===== src/rtl/alu_operand_select.sv =====
`default_nettype none
// ============================================================================
// Module   : alu_operand_select
// Brief    : Y86-64 execute-stage ALU operand/function selector with
//            registered outputs, stall hold and bubble insertion.
// Revision : 1.0
// ============================================================================
module alu_operand_select #(
    parameter int WIDTH     = 64,
    parameter int STACK_INC = 8
) (
    input  logic             clk,
    input  logic             rst_n,
    input  logic             en,
    input  logic             bubble,
    input  logic [3:0]       E_icode,
    input  logic [3:0]       E_ifun,
    input  logic [WIDTH-1:0] E_valA,
    input  logic [WIDTH-1:0] E_valB,
    input  logic [WIDTH-1:0] E_valC,
    output logic [WIDTH-1:0] aluA,
    output logic [WIDTH-1:0] aluB,
    output logic [1:0]       alufun,
    output logic             set_cc,
    output logic             fun_err
);

    localparam logic [3:0] C_IRRMOVQ = 4'h2;
    localparam logic [3:0] C_IIRMOVQ = 4'h3;
    localparam logic [3:0] C_IRMMOVQ = 4'h4;
    localparam logic [3:0] C_IMRMOVQ = 4'h5;
    localparam logic [3:0] C_IOPQ    = 4'h6;
    localparam logic [3:0] C_ICALL   = 4'h8;
    localparam logic [3:0] C_IRET    = 4'h9;
    localparam logic [3:0] C_IPUSHQ  = 4'hA;
    localparam logic [3:0] C_IPOPQ   = 4'hB;

    localparam logic [1:0] C_ALUADD  = 2'd0;

    // Stack adjustment constants; the negative form is the WIDTH-bit two's complement.
    localparam logic [WIDTH-1:0] C_STACK_POS = WIDTH'(STACK_INC);
    localparam logic [WIDTH-1:0] C_STACK_NEG = -C_STACK_POS;

    logic [WIDTH-1:0] aluA_d, aluA_q;
    logic [WIDTH-1:0] aluB_d, aluB_q;
    logic [1:0]       alufun_d, alufun_q;
    logic             set_cc_d, set_cc_q;
    logic             fun_err_d, fun_err_q;

    always_comb begin
        aluA_d    = '0;
        aluB_d    = '0;
        alufun_d  = C_ALUADD;
        set_cc_d  = 1'b0;
        fun_err_d = 1'b0;

        unique case (E_icode)
            C_IRRMOVQ:            aluA_d = E_valA;
            C_IOPQ:               aluA_d = E_valA;
            C_IIRMOVQ, C_IRMMOVQ,
            C_IMRMOVQ:            aluA_d = E_valC;
            C_ICALL, C_IPUSHQ:    aluA_d = C_STACK_NEG;
            C_IRET, C_IPOPQ:      aluA_d = C_STACK_POS;
            default:              aluA_d = '0;
        endcase

        unique case (E_icode)
            C_IRMMOVQ, C_IMRMOVQ, C_IOPQ, C_ICALL,
            C_IRET, C_IPUSHQ, C_IPOPQ: aluB_d = E_valB;
            default:                   aluB_d = '0;
        endcase

        // An out-of-range OPq function still drives the low bits; status logic reports it.
        if (E_icode == C_IOPQ) begin
            alufun_d  = E_ifun[1:0];
            set_cc_d  = 1'b1;
            fun_err_d = (E_ifun > 4'd3);
        end
    end

    always_ff @(posedge clk or negedge rst_n) begin
        if (!rst_n) begin
            aluA_q    <= '0;
            aluB_q    <= '0;
            alufun_q  <= C_ALUADD;
            set_cc_q  <= 1'b0;
            fun_err_q <= 1'b0;
        end else if (bubble) begin
            aluA_q    <= '0;
            aluB_q    <= '0;
            alufun_q  <= C_ALUADD;
            set_cc_q  <= 1'b0;
            fun_err_q <= 1'b0;
        end else if (en) begin
            aluA_q    <= aluA_d;
            aluB_q    <= aluB_d;
            alufun_q  <= alufun_d;
            set_cc_q  <= set_cc_d;
            fun_err_q <= fun_err_d;
        end
    end

    assign aluA    = aluA_q;
    assign aluB    = aluB_q;
    assign alufun  = alufun_q;
    assign set_cc  = set_cc_q;
    assign fun_err = fun_err_q;

endmodule
`default_nettype wire


===== config.mk =====
export PLATFORM = sky130hd
export DESIGN_NAME = alu_operand_select
export DESIGN_NICKNAME = d
export VERILOG_FILES = /design/src/rtl/alu_operand_select.sv
export SDC_FILE = /design/constraint.sdc
export NUM_CORES = 1
export LEC_CHECK = 0
export ABC_AREA = 1
export ABC_CLOCK_PERIOD_IN_PS = 800
export CAP_MARGIN = 30
export CORE_MARGIN = 5
export CORE_UTILIZATION = 39
export DETAILED_ROUTE_END_ITERATION = 16
export PLACE_DENSITY = 0.81
export SYNTH_ARGS = -nofsm -noshare
export SYNTH_HDL_FRONTEND = slang
export SYNTH_SLANG_ARGS = --single-unit

===== constraint.sdc =====
create_clock -name clk -period 0.8 [get_ports clk]
set_input_delay 0.16 -clock clk [delete_from_list [all_inputs] [get_ports clk]]
set_output_delay 0.16 -clock clk [all_outputs]
set_load 0.02 [all_outputs]

==> results.cfg, run 1 <==
[sta]
fin_skew_ns = 0
fin_crit_sh_pct = 147
worstMarginPinSlew_ns = 0.269
max-slew-margin-rel_pct = 82.1
hold_violations = 0
max_freq_ghz = 0.850
rsz0062_at_grt = true
timing.final.ws_setup_ns = -0.376
tns_ns = -54.47
setup_viol = 260
period_needed_ns = 1.18
fin_hold_ws_ns = 0.201
slew_violations = 0

[cells_and_area]
fill_cells = 1023
drive_gt1_share_pct = 28.9
area_delta_synth_final_pct = 97.5
fin_nets = 1440
diodes = 0
post-route-util_pct = 77.5

[setup_path]
crit_path_end_kind = output pin
cpPeakStageDelay_ns = 0.44
worstReg2RegStart = aluB[29]
cp_top_family = flip-flops
criticalPathCategory = reg -> out
r2r_cells = 4
crit_path_max_fanout = 2
required_ns = 0.64
critical_path_arrival_ns = 1.02
crit_buf_inv = 1
rrSetupSlack_ns = -0.10
reg2reg_to = aluB[29]
setup.worst_path.start_class = register
cp_slowest_cell = dfrtp_1
cp_cell_sequence = buf_6

[detailed_routing]
drt_first_pass_iters = 5
drt_iter0_drc = 630
vias_per_cell = 5.09
drt-wirelength-per-cell_um = 19.2
wl_mm = 28.1
drcViolationCount = 0
ant_nets = 0
vias = 7464

[yosys]
synth_largest_area_cell = dfrtp_1
yosys_warnings = 0
synthTopCellsByCount = 402 x nand2_1, 188 x nand3_1, 132 x dfrtp_1
synth.area.top_cells = dfrtp_1 54%, nand2_1 24%, nand3_1 15%, buf_2 2.6%, buf_6 1.1%
synth-seq-cells = 132
synthFlopType = dfrtp_1
synth.avg_cell_area_um2 = 7.70
synth_edf_count = 0
synth_top_area_share_pct = 53.5
synth_cell_types = 16
synth_fp_nets = 1005
yosysMostFrequentCell = nand2_1
async_flop_share_pct = 100
synth.cell_area_um2 = 6170
netlist_instances = 801
ys_seq_area_share_pct = 53.5

[pwr]
ir_worst_vdd_uv = 1470
powerDensity_nw_per_um2 = 1620
p_leak_nw = 6.31

[floorplanning]
pin_count = 336
fp.coreArea_um2 = 15700
dieArea_um2 = 18400
die_w_um = 136
rows = 46
die_y_um = 136
start_util_pct = 39.3

[clock_network]
cts_buffer_depth = 2
clk_latency_ns = 0.41
root_buffer = clkbuf_16
cts_made_buffers = 17
cts_tree = built
clk_pin_slew_ns = 0.06
cts_sinks = 132
cts_htree_levels = 4

[global_route]
grt_pass1_vias = 7269
grt_pass1_wl_mm = 39.2
antenna_found_initial = 1
overflow = 0
grt.total_usage_pct = 27.9
grt_max_degree = 46

[placed_design]
portBuffers = 335
pre_cts_slack_ns = -1.31
gp_congestion = 0.825
place_hpwl_mm = 16.9

[status]
status = finished, violations left
violations = setup timing

[flow_run]
drv_cap = 0

[worst_hold_path]
hp-class = in -> async
metal layers:
| layer | vias to the layer above | track usage, % | wire length [um] | part of all wire, % |
|---|---|---|---|---|
| met4 | 2 | 12.9 | 1100 | 3.9 |
| met2 | 417 | 48.5 | 14400 | 51 |
| met5 | - | 0 | 13 | 0.046 |
| met3 | 95 | 9.73 | 3080 | 11 |
| met1 | 3500 | 30.5 | 9550 | 34 |
| li1 | 3450 | - | - | - |
kinds of logic after synthesis:
kind of cell	share of synthesized area, %
flip-flops	53.5
AND/OR/NAND/NOR	40.7
AO/OA/AOI/OAI	0.324
buffers and inverters	5.40
what timing repair did:
action / in CTS / in global routing
endpoints found under the setup margin: 264 / 264
pin swaps: 11 / 20
resized for setup: 637 / 211
hold buffers: 1 / 0
endpoints found under the hold margin: 132 / 0
gates cloned: 14 / 0
buffers inserted: 17 / 60
layout make-up:
cell class / instances / area [um2] / share of cell area [%]
clock inverter: 14 / 199 / 1.63
clock buffer: 18 / 429 / 3.52
tap: 216 / 270 / 2.22
inverter: 9 / 60.1 / 0.493
timing repair buffer: 470 / 5110 / 42.0
multi-input combinational: 606 / 2810 / 23.0
sequential: 132 / 3300 / 27.1
stage by stage:
step	total power [mW]	std cells	area [um2]
2_1_floorplan	8.45	801	6370
3_3_place_gp	10.5	1342	10200
3_5_place_dp	10.6	1342	10200
4_1_cts	19.3	1406	11200
5_1_grt	20.3	1465	12200
6_report	19.7	1465	12200
cells in the final DEF (no fill, tap or decap), drive strengths merged:
cell,instances
nor2,10
nand4,1
a21oi,1
clkinv,5
dfrtp,132
bufinv,4
inv,12
dlygate4sd3,1
nand2,403
clkbuf,23
nand3,188
o21ai,3
bufbuf,1
clkinvlp,2
clkdlybuf4s50,196
buf,265
clkdlybuf4s15,2
flip-flops by register name, indices dropped and copies added, names as in the netlist:
register,count
fun_err,1
aluA,64
aluB,64
alufun,2
set_cc,1
power breakdown:
group / switching, mW / internal, mW / total (mW) / leakage [nW]
Combinational: 1.93 / 2.31 / 4.24 / 4.19
Sequential: 0.187 / 6.91 / 7.10 / 1.82
Clock: 3.13 / 5.26 / 8.39 / 0.306
worst max path at each step:
stage / slack, ns / from / cells after the start / endpoint
3_5_place_dp: -1.31 / E_icode[1] / 8 / aluA[60]
4_1_cts: -0.39 / aluA[29] / 1 / aluA[29]
3_3_place_gp: -1.21 / E_icode[1] / 8 / aluA[61]
5_1_grt: -0.40 / aluA[29] / 1 / aluA[29]
2_1_floorplan: -0.13 / E_icode[1] / 8 / aluA[30]
6_report: -0.38 / aluA[29] / 1 / aluA[29]
No activity file was read; power rests on OpenSTA's default activity.
==> run 2, diff against run 1 <==
Settings changed: CORE_MARGIN 5 to 2, CORE_UTILIZATION 39 to 31, PLACE_DENSITY 0.81 to 0.66, TNS_END_PERCENT from default to 20.
==> results.cfg, run 2 (synthesis gave the netlist of run 1 again) <==
[sta]
setup_viol = 255
timing.final.ws_setup_ns = -0.350
fin_skew_ns = 0
max-slew-margin-rel_pct = 81.9
period_needed_ns = 1.15
fin_hold_ws_ns = 0.162
max_freq_ghz = 0.869
tns_ns = -52.82
fin_crit_sh_pct = 144
worstMarginPinSlew_ns = 0.271
rsz0062_at_grt = true
slew_violations = 0
hold_violations = 0

[pwr]
internal-power_mw = 13.4
clockPowerShare_pct = 40.7
p_sw_mw = 4.92
p_sw_share_pct = 26.9
combPwrFrac_pct = 20.6
powerDensity_nw_per_um2 = 1600
fin_total_pwr_mw = 18.3
p_leak_nw = 5.99
ir_worst_vdd_uv = 1250
seqPwrFrac_pct = 38.6

[setup_path]
r2r_cells = 4
cp_slowest_cell = dfrtp_1
required_ns = 0.64
crit_cells = 1
criticalPathCategory = reg -> out
cpPeakStageDelay_ns = 0.42
setup.worst_path.start_class = register
cp_top_family = flip-flops
crit_path_end_kind = output pin
crit_buf_inv = 1
critical_path_arrival_ns = 0.99
crit_path_max_fanout = 2
cp_cell_sequence = buf_6

[detailed_routing]
drt_first_pass_iters = 4
vias = 6896
ant_nets = 0
vias_per_cell = 4.66
wl_mm = 24.3
drt-wirelength-per-cell_um = 16.4
drt_iter0_drc = 294
drcViolationCount = 0

[global_route]
grt.total_usage_pct = 22.8
antenna_found_initial = 0
grt_pass1_wl_mm = 38.0
grt_pass1_vias = 6801
grt_max_degree = 40
overflow = 0

[clock_network]
cts_buffer_depth = 2
cts_htree_levels = 4
cts_sinks = 132
clk_pin_slew_ns = 0.06
cts_tree = built
root_buffer = clkbuf_16
clk_latency_ns = 0.42
cts_made_buffers = 17

[floorplanning]
die_y_um = 145
rows = 51
fp.coreArea_um2 = 19500
die_w_um = 145
dieArea_um2 = 21000
start_util_pct = 31.6
pin_count = 336

[worst_hold_path]
hp-class = in -> async

[cells_and_area]
diodes = 0
final_common_cell = nand2_1
fin_nets = 1407
area_delta_synth_final_pct = 85.7
drive_gt1_share_pct = 24.9
fin_cells = 1480
final_cell_area_um2 = 11500
post-route-util_pct = 58.7
layout_common_cells = 395 x nand2_1, 196 x clkdlybuf4s50_1, 184 x nand3_1

[placed_design]
placed_cell_area_um2 = 10300
portBuffers = 335
dp.cells = 1403
pre_cts_slack_ns = -1.06
place_hpwl_mm = 17.1
gp_congestion = 0.859

[status]
violations = setup timing
status = finished, violations left

[flow_run]
drv_cap = 0
## run 2: final timing paths
| kind | start | endpoint | slack, ns |
|---|---|---|---|
| worst max register to register | aluA[3] | aluA[3] | -0.05 |
| min in group clk | E_ifun[0] | alufun[0] | 0.29 |
| worst min register to register | aluB[30] | aluB[30] | 0.47 |
| worst max-delay path | aluA[36] | aluA[36] | -0.35 |
| max in group asynchronous | rst_n | aluA[3] | 0.16 |
| worst min-delay path | rst_n | aluB[59] | 0.16 |
## run 2: power by group through the flow
stage	registers [mW]	clock network [mW]	logic [mW]
final	7.08	7.46	3.78
after global routing	7.10	7.91	4.06
after CTS	7.06	7.61	3.66
after detailed placement	7.15	0	3.51
after global placement	7.15	0	3.50
after floorplan	7.44	0	0.939
## run 2: cell type report
class	instances	area, um2
tap	265	332
clock buffer	19	453
clock inverter	12	105
sequential	132	3300
inverter	9	40.0
multi-input combinational	603	2650
fill	1803	8070
timing repair buffer	440	4570
## run 2: routing by layer
| layer | track usage, % | up-vias | wire [um] |
|---|---|---|---|
| met1 | 27.7 | 3195 | 10100 |
| met2 | 37.5 | 291 | 11500 |
| li1 | - | 3365 | - |
| met3 | 7.77 | 45 | 2030 |
| met4 | 8.87 | 0 | 729 |
| met5 | 0 | - | 0 |
## run 2: what timing repair did
| action | 4_1_cts | 5_1_grt |
|---|---|---|
| endpoints found under the setup margin | 264 | 259 |
| resized for setup | 672 | 96 |
| hold buffers | 1 | 0 |
| buffers inserted | 14 | 26 |
| gates cloned | 5 | 0 |
| pin swaps | 7 | 0 |
| hold endpoints to repair | 132 | 0 |
